===== config.mk =====
export PLATFORM = sky130hd
export DESIGN_NAME = ajit_acc_dma_engine
export DESIGN_NICKNAME = d
export VERILOG_FILES = /design/src/rtl/ajit_acc_pkg.sv /design/src/rtl/ajit_acc_acb_req_fmt.sv /design/src/rtl/ajit_acc_dma_engine.sv
export SDC_FILE = /design/constraint.sdc
export NUM_CORES = 1
export LEC_CHECK = 0
export BUFFER_PORTS_ARGS = -buffer_cell sky130_fd_sc_hd__buf_2
export CAP_MARGIN = 20
export CORE_UTILIZATION = 50
export CTS_CLUSTER_SIZE = 10
export DETAILED_ROUTE_END_ITERATION = 6
export GPL_TIMING_DRIVEN = 0
export PLACE_DENSITY = 0.78
export SLEW_MARGIN = 20
export SYNTH_ARGS = -nofsm -noshare
export SYNTH_HDL_FRONTEND = slang
export SYNTH_SLANG_ARGS = --single-unit

===== constraint.sdc =====
create_clock -name clk -period 3 [get_ports clk]
set_input_delay 0.45 -clock clk [delete_from_list [all_inputs] [get_ports clk]]
set_output_delay 0.45 -clock clk [all_outputs]
set_load 0.01 [all_outputs]

===== src/rtl/ajit_acc_pkg.sv =====
// Shared definitions for the AJIT accelerator DMA engine:
// ACB request/response field layout, engine states and copy constants.
package ajit_acc_pkg;

   localparam int ACB_REQ_W     = 110;
   localparam int ACB_RSP_W     = 65;
   localparam int ACB_DATA_W    = 64;

   localparam int REQ_LOCK_BIT  = 109;
   localparam int REQ_RWBAR_BIT = 108;
   localparam int REQ_BMASK_LSB = 100;
   localparam int REQ_BMASK_W   = 8;
   localparam int REQ_ADDR_LSB  = 64;
   localparam int REQ_ADDR_W    = 36;
   localparam int REQ_WDATA_LSB = 0;

   localparam int RSP_ERR_BIT   = 64;

   localparam logic [REQ_BMASK_W-1:0] BMASK_ALL = 8'hFF;
   localparam int DW_BYTES = 8;

   typedef enum logic [2:0] {
      IDLE,
      RD_REQ,
      RD_RSP,
      WR_REQ,
      WR_RSP,
      FINISH
   } dma_state_e;

endpackage


===== src/rtl/ajit_acc_acb_req_fmt.sv =====
// Packs the individual ACB request fields into the 110-bit request word.
module ajit_acc_acb_req_fmt
   import ajit_acc_pkg::*;
#(
   parameter int ADDR_W = REQ_ADDR_W
) (
   input  logic                   lock,
   input  logic                   rwbar,
   input  logic [REQ_BMASK_W-1:0] bmask,
   input  logic [ADDR_W-1:0]      addr,
   input  logic [ACB_DATA_W-1:0]  wdata,
   output logic [ACB_REQ_W-1:0]   req_data
);

   always_comb begin
      req_data = '0;
      req_data[REQ_LOCK_BIT] = lock;
      req_data[REQ_RWBAR_BIT] = rwbar;
      req_data[REQ_BMASK_LSB +: REQ_BMASK_W] = bmask;
      req_data[REQ_ADDR_LSB +: ADDR_W] = addr;
      req_data[REQ_WDATA_LSB +: ACB_DATA_W] = wdata;
   end

endmodule


===== src/rtl/ajit_acc_dma_engine.sv =====
// Doubleword memory-to-memory copy engine on the ACB: one read then one
// write per doubleword, at most one request outstanding.
module ajit_acc_dma_engine
   import ajit_acc_pkg::*;
#(
   parameter int LEN_W  = 16,
   parameter int ADDR_W = 36
) (
   input  logic                  clk,
   input  logic                  reset,
   input  logic                  start,
   input  logic [ADDR_W-1:0]     src_addr,
   input  logic [ADDR_W-1:0]     dst_addr,
   input  logic [LEN_W-1:0]      len,
   output logic                  busy,
   output logic                  done,
   output logic                  error,
   output logic [ACB_REQ_W-1:0]  ACB_ACCELERATOR_MEM_REQUEST_pipe_read_data,
   output logic                  ACB_ACCELERATOR_MEM_REQUEST_pipe_read_ack,
   input  logic                  ACB_ACCELERATOR_MEM_REQUEST_pipe_read_req,
   input  logic [ACB_RSP_W-1:0]  ACB_ACCELERATOR_MEM_RESPONSE_pipe_write_data,
   input  logic                  ACB_ACCELERATOR_MEM_RESPONSE_pipe_write_req,
   output logic                  ACB_ACCELERATOR_MEM_RESPONSE_pipe_write_ack
);

   dma_state_e state_q, state_d;
   logic [ADDR_W-1:0]     src_q, src_d;
   logic [ADDR_W-1:0]     dst_q, dst_d;
   logic [LEN_W-1:0]      rem_q, rem_d;
   logic [ACB_DATA_W-1:0] buf_q, buf_d;
   logic                  err_q, err_d;

   logic                   req_valid;
   logic                   req_ready;
   logic                   rsp_valid;
   logic                   rsp_ready;
   logic                   rsp_err;
   logic [ACB_DATA_W-1:0]  rsp_rdata;
   logic                   f_rwbar;
   logic [REQ_BMASK_W-1:0] f_bmask;
   logic [ADDR_W-1:0]      f_addr;
   logic [ACB_DATA_W-1:0]  f_wdata;

   assign req_ready = ACB_ACCELERATOR_MEM_REQUEST_pipe_read_req;
   assign rsp_valid = ACB_ACCELERATOR_MEM_RESPONSE_pipe_write_req;
   assign rsp_err   = ACB_ACCELERATOR_MEM_RESPONSE_pipe_write_data[RSP_ERR_BIT];
   assign rsp_rdata =
      ACB_ACCELERATOR_MEM_RESPONSE_pipe_write_data[ACB_DATA_W-1:0];

   always_ff @(posedge clk) begin
      if (reset) begin
         state_q <= IDLE;
         src_q   <= '0;
         dst_q   <= '0;
         rem_q   <= '0;
         buf_q   <= '0;
         err_q   <= 1'b0;
      end else begin
         state_q <= state_d;
         src_q   <= src_d;
         dst_q   <= dst_d;
         rem_q   <= rem_d;
         buf_q   <= buf_d;
         err_q   <= err_d;
      end
   end

   always_comb begin
      state_d   = state_q;
      src_d     = src_q;
      dst_d     = dst_q;
      rem_d     = rem_q;
      buf_d     = buf_q;
      err_d     = err_q;
      req_valid = 1'b0;
      rsp_ready = 1'b0;
      f_rwbar   = 1'b0;
      f_bmask   = '0;
      f_addr    = '0;
      f_wdata   = '0;
      busy      = 1'b0;
      done      = 1'b0;

      unique case (state_q)
         IDLE: begin
            if (start) begin
               src_d   = {src_addr[ADDR_W-1:3], 3'b000};
               dst_d   = {dst_addr[ADDR_W-1:3], 3'b000};
               rem_d   = len;
               err_d   = 1'b0;
               state_d = RD_REQ;
            end
         end
         RD_REQ: begin
            busy = 1'b1;
            // a zero-length copy spends one idle cycle here, never requesting
            if (rem_q == '0) begin
               state_d = FINISH;
            end else begin
               req_valid = 1'b1;
               f_rwbar   = 1'b1;
               f_bmask   = BMASK_ALL;
               f_addr    = src_q;
               if (req_ready) state_d = RD_RSP;
            end
         end
         RD_RSP: begin
            busy      = 1'b1;
            rsp_ready = 1'b1;
            if (rsp_valid) begin
               buf_d = rsp_rdata;
               if (rsp_err) begin
                  err_d   = 1'b1;
                  state_d = FINISH;
               end else begin
                  state_d = WR_REQ;
               end
            end
         end
         WR_REQ: begin
            busy      = 1'b1;
            req_valid = 1'b1;
            f_bmask   = BMASK_ALL;
            f_addr    = dst_q;
            f_wdata   = buf_q;
            if (req_ready) state_d = WR_RSP;
         end
         WR_RSP: begin
            busy      = 1'b1;
            rsp_ready = 1'b1;
            if (rsp_valid) begin
               if (rsp_err) begin
                  err_d   = 1'b1;
                  state_d = FINISH;
               end else begin
                  src_d   = src_q + ADDR_W'(DW_BYTES);
                  dst_d   = dst_q + ADDR_W'(DW_BYTES);
                  rem_d   = rem_q - LEN_W'(1);
                  state_d = (rem_q == LEN_W'(1)) ? FINISH : RD_REQ;
               end
            end
         end
         FINISH: begin
            done    = 1'b1;
            state_d = IDLE;
         end
         default: state_d = IDLE;
      endcase
   end

   ajit_acc_acb_req_fmt #(
      .ADDR_W(ADDR_W)
   ) u_req_fmt (
      .lock    (1'b0),
      .rwbar   (f_rwbar),
      .bmask   (f_bmask),
      .addr    (f_addr),
      .wdata   (f_wdata),
      .req_data(ACB_ACCELERATOR_MEM_REQUEST_pipe_read_data)
   );

   assign ACB_ACCELERATOR_MEM_REQUEST_pipe_read_ack   = req_valid;
   assign ACB_ACCELERATOR_MEM_RESPONSE_pipe_write_ack = rsp_ready;
   assign error = err_q;

endmodule


Word level (Yosys, flattened, before mapping) --
Cells that the tools add are included.
Word-level totals: bits in registers 156, input port bits 158, word-level logic and storage cells 70
Operators by class: add/sub/neg operators 3, equal/unequal tests 14, muxes and demuxes 37, reductions and logical operators 10
Operators with widths (count):
- two-way mux 36 bit | 7
- one-hot mux 36 bit (2 select lines) | 3
- adder 36 x 4 -> 36 bit, second input constant | 2
- two-way mux 64 bit | 1
- two-way mux 16 bit | 3
- one-hot mux 16 bit (2 select lines) | 1
- two-way mux 3 bit | 9
- == test 16 x 1 -> 1 bit, second input constant | 1
- logical NOT 16 bit | 1
- one-hot mux 8 bit (2 select lines) | 1
- subtractor 16 x 1 -> 16 bit, second input constant | 1
- one-hot mux 3 bit (5 select lines) | 1
- inequality test 2 bit, second input constant | 5
- two-way mux 1 bit | 8
- two-way mux 8 bit | 1
- AND reduction 4 bit | 2
- == test 3 x 2 -> 1 bit, second input constant | 2
- == test 3 bit, second input constant | 2
- AND reduction 5 bit | 1
- inequality test 2 x 1 -> 1 bit, second input constant | 2
- one-hot mux 1 bit (2 select lines) | 2
- nonzero test 2 bit | 2
- OR reduction 4 bit | 1
- == test 3 x 1 -> 1 bit, second input constant | 1
- other kinds (4) | 4

Logic depth before layout (Yosys ltp) --
Gate-level depths: netlist of the first run.
word-level depth 5, gate-level depth with buffers 9, depth with buffers taken out 7

Modules after synthesis --
Synthesis of the first run repeated with hierarchy kept, for this count alone.
Unflattened totals: cells, all modules 1280, area, all modules 9400.3 µm²
By module, submodules not included:
- ajit_acc_dma_engine | times used 1, cells each 1170, area each 8574.5 µm², seq. area each 3002.9 µm²
- ajit_acc_acb_req_fmt | times used 1, cells each 110, area each 825.8 µm², seq. area each 0.0 µm²

Least setup slack after synthesis of the first run --
Ideal clock, no wire load.
path type reg2out, start reg rem_q[8], end out ACB_ACCELERATOR_MEM_REQUEST_pipe_read_data[100], data arrival time 2.176 ns, required time 2.550 ns, slack 0.374 ns, cell stages (with the launch flop) 9, path buffers 3, path through dfxtp_1 > or4_1 > buf_2 > nor3_4 > nand4_1 > and4b_1 > buf_6 > or2_1 > buf_4
On the way: longest elaborated chain between the ends 3
Ends and longest elaborated chain:
- start, declared | line ajit_acc_dma_engine.sv:29 | logic [LEN_W-1:0] rem_q, rem_d;
- start signal, assigned | line ajit_acc_dma_engine.sv:62 | rem_q <= rem_d;
- logical NOT 16 bit | line ajit_acc_dma_engine.sv:97 | if (rem_q == '0) begin
- two-way mux 8 bit | line ajit_acc_dma_engine.sv:97
- one-hot mux 8 bit (2 select lines) | line ajit_acc_dma_engine.sv:84 | unique case (state_q)
- end, declared | line ajit_acc_dma_engine.sv:18 | output logic [ACB_REQ_W-1:0] ACB_ACCELERATOR_MEM_REQUEST_pipe_read_data,
Every way passes these cells.

Worst setup path in the final report of the first run --
start reg rem_q[11], end reg state_q[1]
On the way: longest elaborated chain between the ends 3, elaborated cells on any way between the ends 5, those cells by class 1 x eq/ne; 2 x mux; 2 x reduce/logical
Ends and longest elaborated chain:
- logical NOT 16 bit * | line ajit_acc_dma_engine.sv:97
- inequality test 3 bit (no line) / two-way mux 3 bit (equally long branches)
- AND reduction 5 bit (no line) / one-hot mux 3 bit (5 select lines) (equally long branches)
- end signal, assigned | line ajit_acc_dma_engine.sv:59 | state_q <= state_d;
- end, declared | line ajit_acc_dma_engine.sv:26 | dma_state_e state_q, state_d;
Every way passes the cells marked *; elsewhere a longest branch is shown, timed or not. A chain may end at the register's enable or synchronous reset.

==> results of run 1 <==
==> what timing repair did <==
| action | CTS | global route |
|---|---|---|
| pin swaps | 15 | 26 |
| buffers inserted | 18 | 1 |
| hold buffers | 0 | 0 |
| endpoints found under the setup margin | 79 | 146 |
| resized for setup | 31 | 27 |
| gates cloned | 2 | 3 |
==> layout by cell type, fill, tap and decap left out, types with 14 or more instances in the layout <==
cell	n
a22o_1	36
a31oi_1	21
nor2_1	78
nand4_1	27
clkbuf_16	20
a22oi_1	14
buf_2	265
nor4_1	15
dfxtp_1	147
buf_6	20
nand2_1	206
clkbuf_1	68
and3_1	16
nor3_1	32
nand3_1	46
and2_1	72
buf_4	23
o21ai_0	47
a21oi_1	127
==> routing by layer <==
layer | global-route usage | share of wire
met5 | 0.0167 | 0.0010
met4 | 0.253 | 0.061
met3 | 0.122 | 0.13
met2 | 0.635 | 0.44
met1 | 0.492 | 0.36
==> worst paths after layout <==
kind / to / cells past startpoint / startpoint / slack [ps]
worst max-delay path: state_q[1] / 17 / rem_q[11] / -170
worst min-delay path: buf_q[35] / 3 / ACB_ACCELERATOR_MEM_RESPONSE_pipe_write_data[35] / 230
worst max register to register: state_q[1] / 17 / rem_q[11] / -170
worst min register to register: buf_q[63] / 2 / buf_q[63] / 450
==> cells by family after synthesis <==
logic type,synth area share
buffers and inverters,0.0667
other,0.000432
XOR/XNOR,0.00101
multiplexers,0.00693
flip-flops,0.346
adder cells (fa/ha/maj),0.00721
AND/OR/NAND/NOR,0.315
AO/OA/AOI/OAI,0.257
==> state kept, by name (all words and copies together) (netlist names) <==
| name | flops |
|---|---|
| dst_q | 33 |
| buf_q | 64 |
| rem_q | 16 |
| error | 1 |
| src_q | 33 |
| state_q | 3 |
==> worst reg2reg max path, delay by kind of cell, from the launching register on <==
family	cells	cell delay (ps)
AND/OR/NAND/NOR	3	930
buffers and inverters	12	1540
AO/OA/AOI/OAI	2	240
flip-flops	1	320
==> power groups by stage <==
| stage | combinational [mW] | clock (mW) | sequential, mW |
|---|---|---|---|
| CTS | 2.58 | 2.19 | 2.57 |
| global route | 2.98 | 2.27 | 2.63 |
| floorplan | 1.49 | 0 | 2.52 |
| finish | 2.85 | 2.20 | 2.60 |
| global placement | 2.25 | 0 | 2.60 |
| detailed placement | 2.28 | 0 | 2.61 |
==> final cells by class <==
class / count / area [um2]
Buffer: 113 / 588
Clock buffer: 18 / 429
Clock inverter: 14 / 161
Fill cell: 1467 / 5500
Inverter: 12 / 45.0
Multi-Input combinational cell: 909 / 5130
Sequential cell: 150 / 3010
Tap cell: 220 / 275
Timing Repair Buffer: 284 / 1620
==> impl_metrics.yaml, run 1 <==
status:
  status: "finished, violations left"
  violations: "DRC, setup timing"
cts:
  path_clk_slew_ps: 70
  cts_buffers: 17
  htree_num_levels: 4
  insertion_delay_ps: 440
  cts-root-buf: "clkbuf_16"
  cts_buffer_depth: 2
  clock_sinks: 150
  tritoncts: "yes"
power_and_ir_drop:
  seq_power_share: 0.340
  p_sw_mw: 3.02
  internal-power_mw: 4.63
  peakVddDrop_mv: 0.548
  p_per_area_nw_per_um2: 679
  clkPwrFrac: 0.288
  combPwrFrac: 0.372
  p_leak_nw: 4.64
  p_total_mw: 7.65
  p_sw_frac: 0.395
die:
  die_w_um: 134
  die_h_um: 134
  initial_core_util: 0.517
  coreArea_um2: 16800
  io_pins: 273
  num_rows: 47
  dieArea_um2: 17900
timing:
  clock_skew_ps: 7.56
  fin_ws_ps: -166
  hold_viol_final: 0
  fmaxAchievable_ghz: 0.316
  whs_ps: 234
  setup_viol: 43
  tns_ps: -5710
  post-route-period-util: 1.06
  period_needed_ps: 3170
  rsz0062_at_grt: "yes"
  drv_slew: 0
  worstMarginPinSlew_ps: 1150
  max_slew_margin: 0.229
global_route:
  first_global_vias: 10100
  grt_pass1_wl_um: 55400
  grt-ovfl-total: 0
  grt_start_max_net_pins: 18
  grt_usage: 0.408
  antenna_found_initial: 0
yosys:
  synth_top_area_frac: 0.346
  synth_cells: 1183
  async_reset_ff_frac: 0
  ys_seq_elements: 150
  ys_top_cells_by_area: "dfxtp_1 (35%), nand2_1 (8.9%), a21oi_1 (7.3%), and2_1 (5.2%), a22o_1 (3.6%)"
  synth_edf_count: 0
  synth_flop_cell: "dfxtp_1"
  netlist_area_um2: 8670
  yosys.area.top_type: "dfxtp_1"
  yosysUniqueCellTypes: 69
  ys_seq_area_frac: 0.346
  synth_most_common_cell: "nand2_1"
  syn_avg_cell_area_um2: 7.33
  synth_top_cells_by_count: "nand2_1 (206), dfxtp_1 (150), a21oi_1 (127)"
  synth_warnings: 0
cells_and_area:
  insertedDiodeCount: 0
  drive_gt1_frac: 0.251
  synthToLayoutAreaGrowth_pct: 29.9
  final_util: 0.672
  design_area_um2: 11300
  layout.nets: 1650
  instances_no_fill: 1720
worst_setup_path:
  crit_path_frequent_cell: "buf_4"
  cp_slowest_cell: "or4_4"
  worstPathMaxFanout: 2
  cp-start-kind: "register"
  setup.worst_path.end_class: "register"
  worstPathArrival_ps: 3490
  crit_chain: "or4_4, nor3_4, nand4_1, buf_4, buf_4, buf_4, buf_4, buf_4, buf_4, buf_4, buf_4, buf_4, buf_4, buf_4, buf_4, a22oi_2, o31ai_1"
  crit_type: "register to register"
  critPathBufInv: 12
  max_stage_delay_ps: 560
  crit_required_ps: 3320
  cp_top_family: "buffers and inverters"
routing:
  first_pass_iters: 7
  via_per_inst: 6.39
  vias: 11000
  drt_iter0_markers: 1517
  ant_nets: 0
  drc: 17
  routedWlPerCell_um: 21.8
  wirelength_um: 37600
placed_design:
  io_buffers: 260
  place_ws_ps: -347
  place_inst: 1667
  gp_congestion: 1.01
  hpwlAfterDp_um: 26000
  placed_area_um2: 10300
worst_hold_path:
  hp-class: "input port to register"
job:
  drv_cap: 0
No activity file was read; power rests on OpenSTA's default activity.
==> run 2: changes to the inputs <==
--- a/config.mk
+++ b/config.mk
@@ -5,9 +5,11 @@
 export SDC_FILE = /design/constraint.sdc
 export NUM_CORES = 1
 export LEC_CHECK = 0
+export ABC_AREA = 1
 export BUFFER_PORTS_ARGS = -buffer_cell sky130_fd_sc_hd__buf_2
 export CAP_MARGIN = 20
 export CORE_UTILIZATION = 50
+export CTS_BUF_LIST = sky130_fd_sc_hd__clkbuf_4 sky130_fd_sc_hd__clkbuf_8
 export CTS_CLUSTER_SIZE = 10
 export DETAILED_ROUTE_END_ITERATION = 6
 export GPL_TIMING_DRIVEN = 0
==> run 2 against run 1 <==
  * Via count increased by 6.3%
  * Largest cell class unchanged
  * Combinational power increased by 74%
  * Critical path depth decreased by 6
  * Flip-flop and latch count unchanged
  * The run now ends clean
  * Synthesized cell count increased by 31%
  * Critical path type is now register to output port
  * Design area increased by 0.21%
  * Register-to-register slack improved by 1200 ps
==> impl_metrics.yaml, run 2 <==
status:
  status: "finished clean"
yosys:
  synth_top_cells_by_count: "nand2_1 (375), nor2_1 (288), inv_1 (160)"
  yosys.area.top_type: "dfxtp_1"
  synth_edf_count: 0
  synthAdderAreaFrac: 0.00677
  synth_top_family_by_area: "simple AND/OR/NAND/NOR gates"
  ys_seq_area_frac: 0.325
  synth_top_area_frac: 0.325
  synth-xor-area-share: 0.000948
  synth_cells: 1550
  yosysUniqueCellTypes: 37
  synth_flop_cell: "dfxtp_1"
  netlist_area_um2: 9240
  async_reset_ff_frac: 0
  ys_seq_elements: 150
  synth_warnings: 0
  ys_top_cells_by_area: "dfxtp_1 (33%), nand2_1 (15%), nor2_1 (12%), a21oi_1 (7.9%), o21ai_0 (7.1%)"
  syn_avg_cell_area_um2: 5.96
  muxShareOfSynthArea: 0
  synthSimpleGateAreaFrac: 0.352
  synth_most_common_cell: "nand2_1"
  synth_compound_area_frac: 0.192
cts:
  path_clk_slew_ps: 110
  cts_buffer_depth: 2
  insertion_delay_ps: 480
  tritoncts: "yes"
  cts_hold_buf: 0
  clock_sinks: 150
  htree_num_levels: 4
  cts-root-buf: "clkbuf_8"
  cts_buffers: 17
  cts_setup_buffers: 0
cells_and_area:
  fillCellCount: 1845
  synthToLayoutAreaGrowth_pct: 22.2
  insertedDiodeCount: 0
  layout.nets: 1996
  drive_gt1_frac: 0.212
  largest_reg_flops: 64
  regMostFlops: "buf_q"
  layout_common_cells: "nand2_1 (373), buf_2 (296), nor2_1 (286)"
  largestRegisters: "buf_q x64, dst_q x33, src_q x33"
  final_common_cell: "nand2_1"
routing:
  wirelength_um: 38800
  ant_nets: 0
  vias: 11700
  via_per_inst: 5.63
  first_pass_iters: 6
  drt_iter0_markers: 1364
  drc: 0
  routedWlPerCell_um: 18.7
timing:
  tns_ps: 0
  clock_skew_ps: 13.8
  post-route-period-util: 0.947
  fin_ws_ps: 160
  fmaxAchievable_ghz: 0.352
  worstMarginPinSlew_ps: 899
  drv_slew: 0
  hold_viol_final: 0
  setup_viol: 0
  period_needed_ps: 2840
  max_slew_margin: 0.401
  rsz0062_at_grt: "no"
worst_setup_path:
  setup.worst_path.end_class: "output port"
  worstPathArrival_ps: 2390
  worstPathMaxFanout: 10
  cp-start-kind: "register"
  crit_type: "register to output port"
  crit_required_ps: 2550
global_route:
  grt_pass1_wl_um: 56900
  antenna_found_initial: 1
  grt_start_max_net_pins: 18
  grt_usage: 0.405
  first_global_vias: 10300
  grt-ovfl-total: 0
die:
  die_w_um: 138
  coreArea_um2: 18000
  die_h_um: 138
  io_pins: 273
  dieArea_um2: 19000
  num_rows: 49
  initial_core_util: 0.512
power_and_ir_drop:
  peakVddDrop_mv: 0.604
  p_leak_nw: 4.74
  p_per_area_nw_per_um2: 860
placed_design:
  gp_congestion: 1.00
  place_ws_ps: 423
  hpwlAfterDp_um: 29700
  io_buffers: 261
job:
  drv_cap: 0
worst_hold_path:
  hp-class: "input port to register"
run 2: changes by cell type in the layout (fill, tap and decap cells not counted), moves of 17 or more:
cell | previous run | this run
buf_2 | 265 | 296
a22o_1 | 36 | 5
a21oi_1 | 127 | 145
nand3_1 | 46 | 88
clkbuf_16 | 20 | 0
o21ai_0 | 47 | 131
nand2_1 | 206 | 373
clkbuf_8 | 0 | 17
nand4_1 | 27 | 8
nor3_1 | 32 | 2
clkbuf_1 | 68 | 33
and2_1 | 72 | 1
nor2_1 | 78 | 286
inv_1 | 12 | 159
run 2: layout make-up:
type | instances | area [um2] | area share
Clock inverter | 15 | 184 | 0.0163
Inverter | 166 | 623 | 0.0552
Tap cell | 229 | 287 | 0.0254
Multi-Input combinational cell | 1143 | 5130 | 0.455
Clock buffer | 17 | 234 | 0.0207
Buffer | 94 | 517 | 0.0458
Timing Repair Buffer | 261 | 1310 | 0.116
Sequential cell | 150 | 3000 | 0.266
run 2: report_power, final:
group	total [mW]	switching (mW)	internal, mW
sequential	3.05	0.539	2.51
combinational	4.96	3.33	1.62
clock	1.70	0.991	0.710
run 2: cell families (layout without fill, tap and decap cells):
family          after synthesis  count (layout)
simple gates                798             798
compound gates              335             335
buf+inv                     260             553
flops                       150             150
fa+ha+maj                     5               5
other cells                   1               4
xor+xnor                      1               1
run 2: timing repair:
item                       in CTS  in global routing
cloned                          0                  0
pin swaps                       0                  0
gates resized for setup         3                  6
setup endpoints to repair       9                  8
run 2: final timing paths:
check | startpoint | endpoint | slack [ps] | cells past startpoint
setup / recovery | rem_q[0] | ACB_ACCELERATOR_MEM_REQUEST_pipe_read_data[101] | 160 | 11
hold / removal | ACB_ACCELERATOR_MEM_RESPONSE_pipe_write_data[12] | buf_q[12] | 240 | 3
setup reg to reg | src_q[12] | src_q[34] | 1020 | 9
hold reg to reg | buf_q[59] | buf_q[59] | 460 | 2
run 2: routing by layer:
| layer | wire, um | up-vias | track usage |
|---|---|---|---|
| li1 | - | 5513 | - |
| met1 | 15300 | 5266 | 0.509 |
| met2 | 16700 | 752 | 0.630 |
| met3 | 4650 | 153 | 0.109 |
| met4 | 2170 | 0 | 0.214 |
| met5 | 0 | - | 0 |
run 2: critical path: stages, from the launching register on:
cell and delay, ps:
dfxtp_1 350, inv_1 140, ha_1 160, nand2_1 80, nor2_4 180, nand2_1 90, nand2_1 110, buf_4 210
buf_6 160, nand2_2 130, buf_4 180, buf_2 130
run 2: through the flow:
stage	power (mW)	util	hold WS, ps	cells	cell area [um2]
after CTS	9.46	0.625	226	2075	11300
after floorplan	6.07	-	430	1553	9250
after global placement	7.71	0.601	438	2043	10800
final	9.70	0.626	240	2075	11300
after global routing	10.3	0.626	237	2075	11300
after detailed placement	7.78	0.601	444	2043	10800
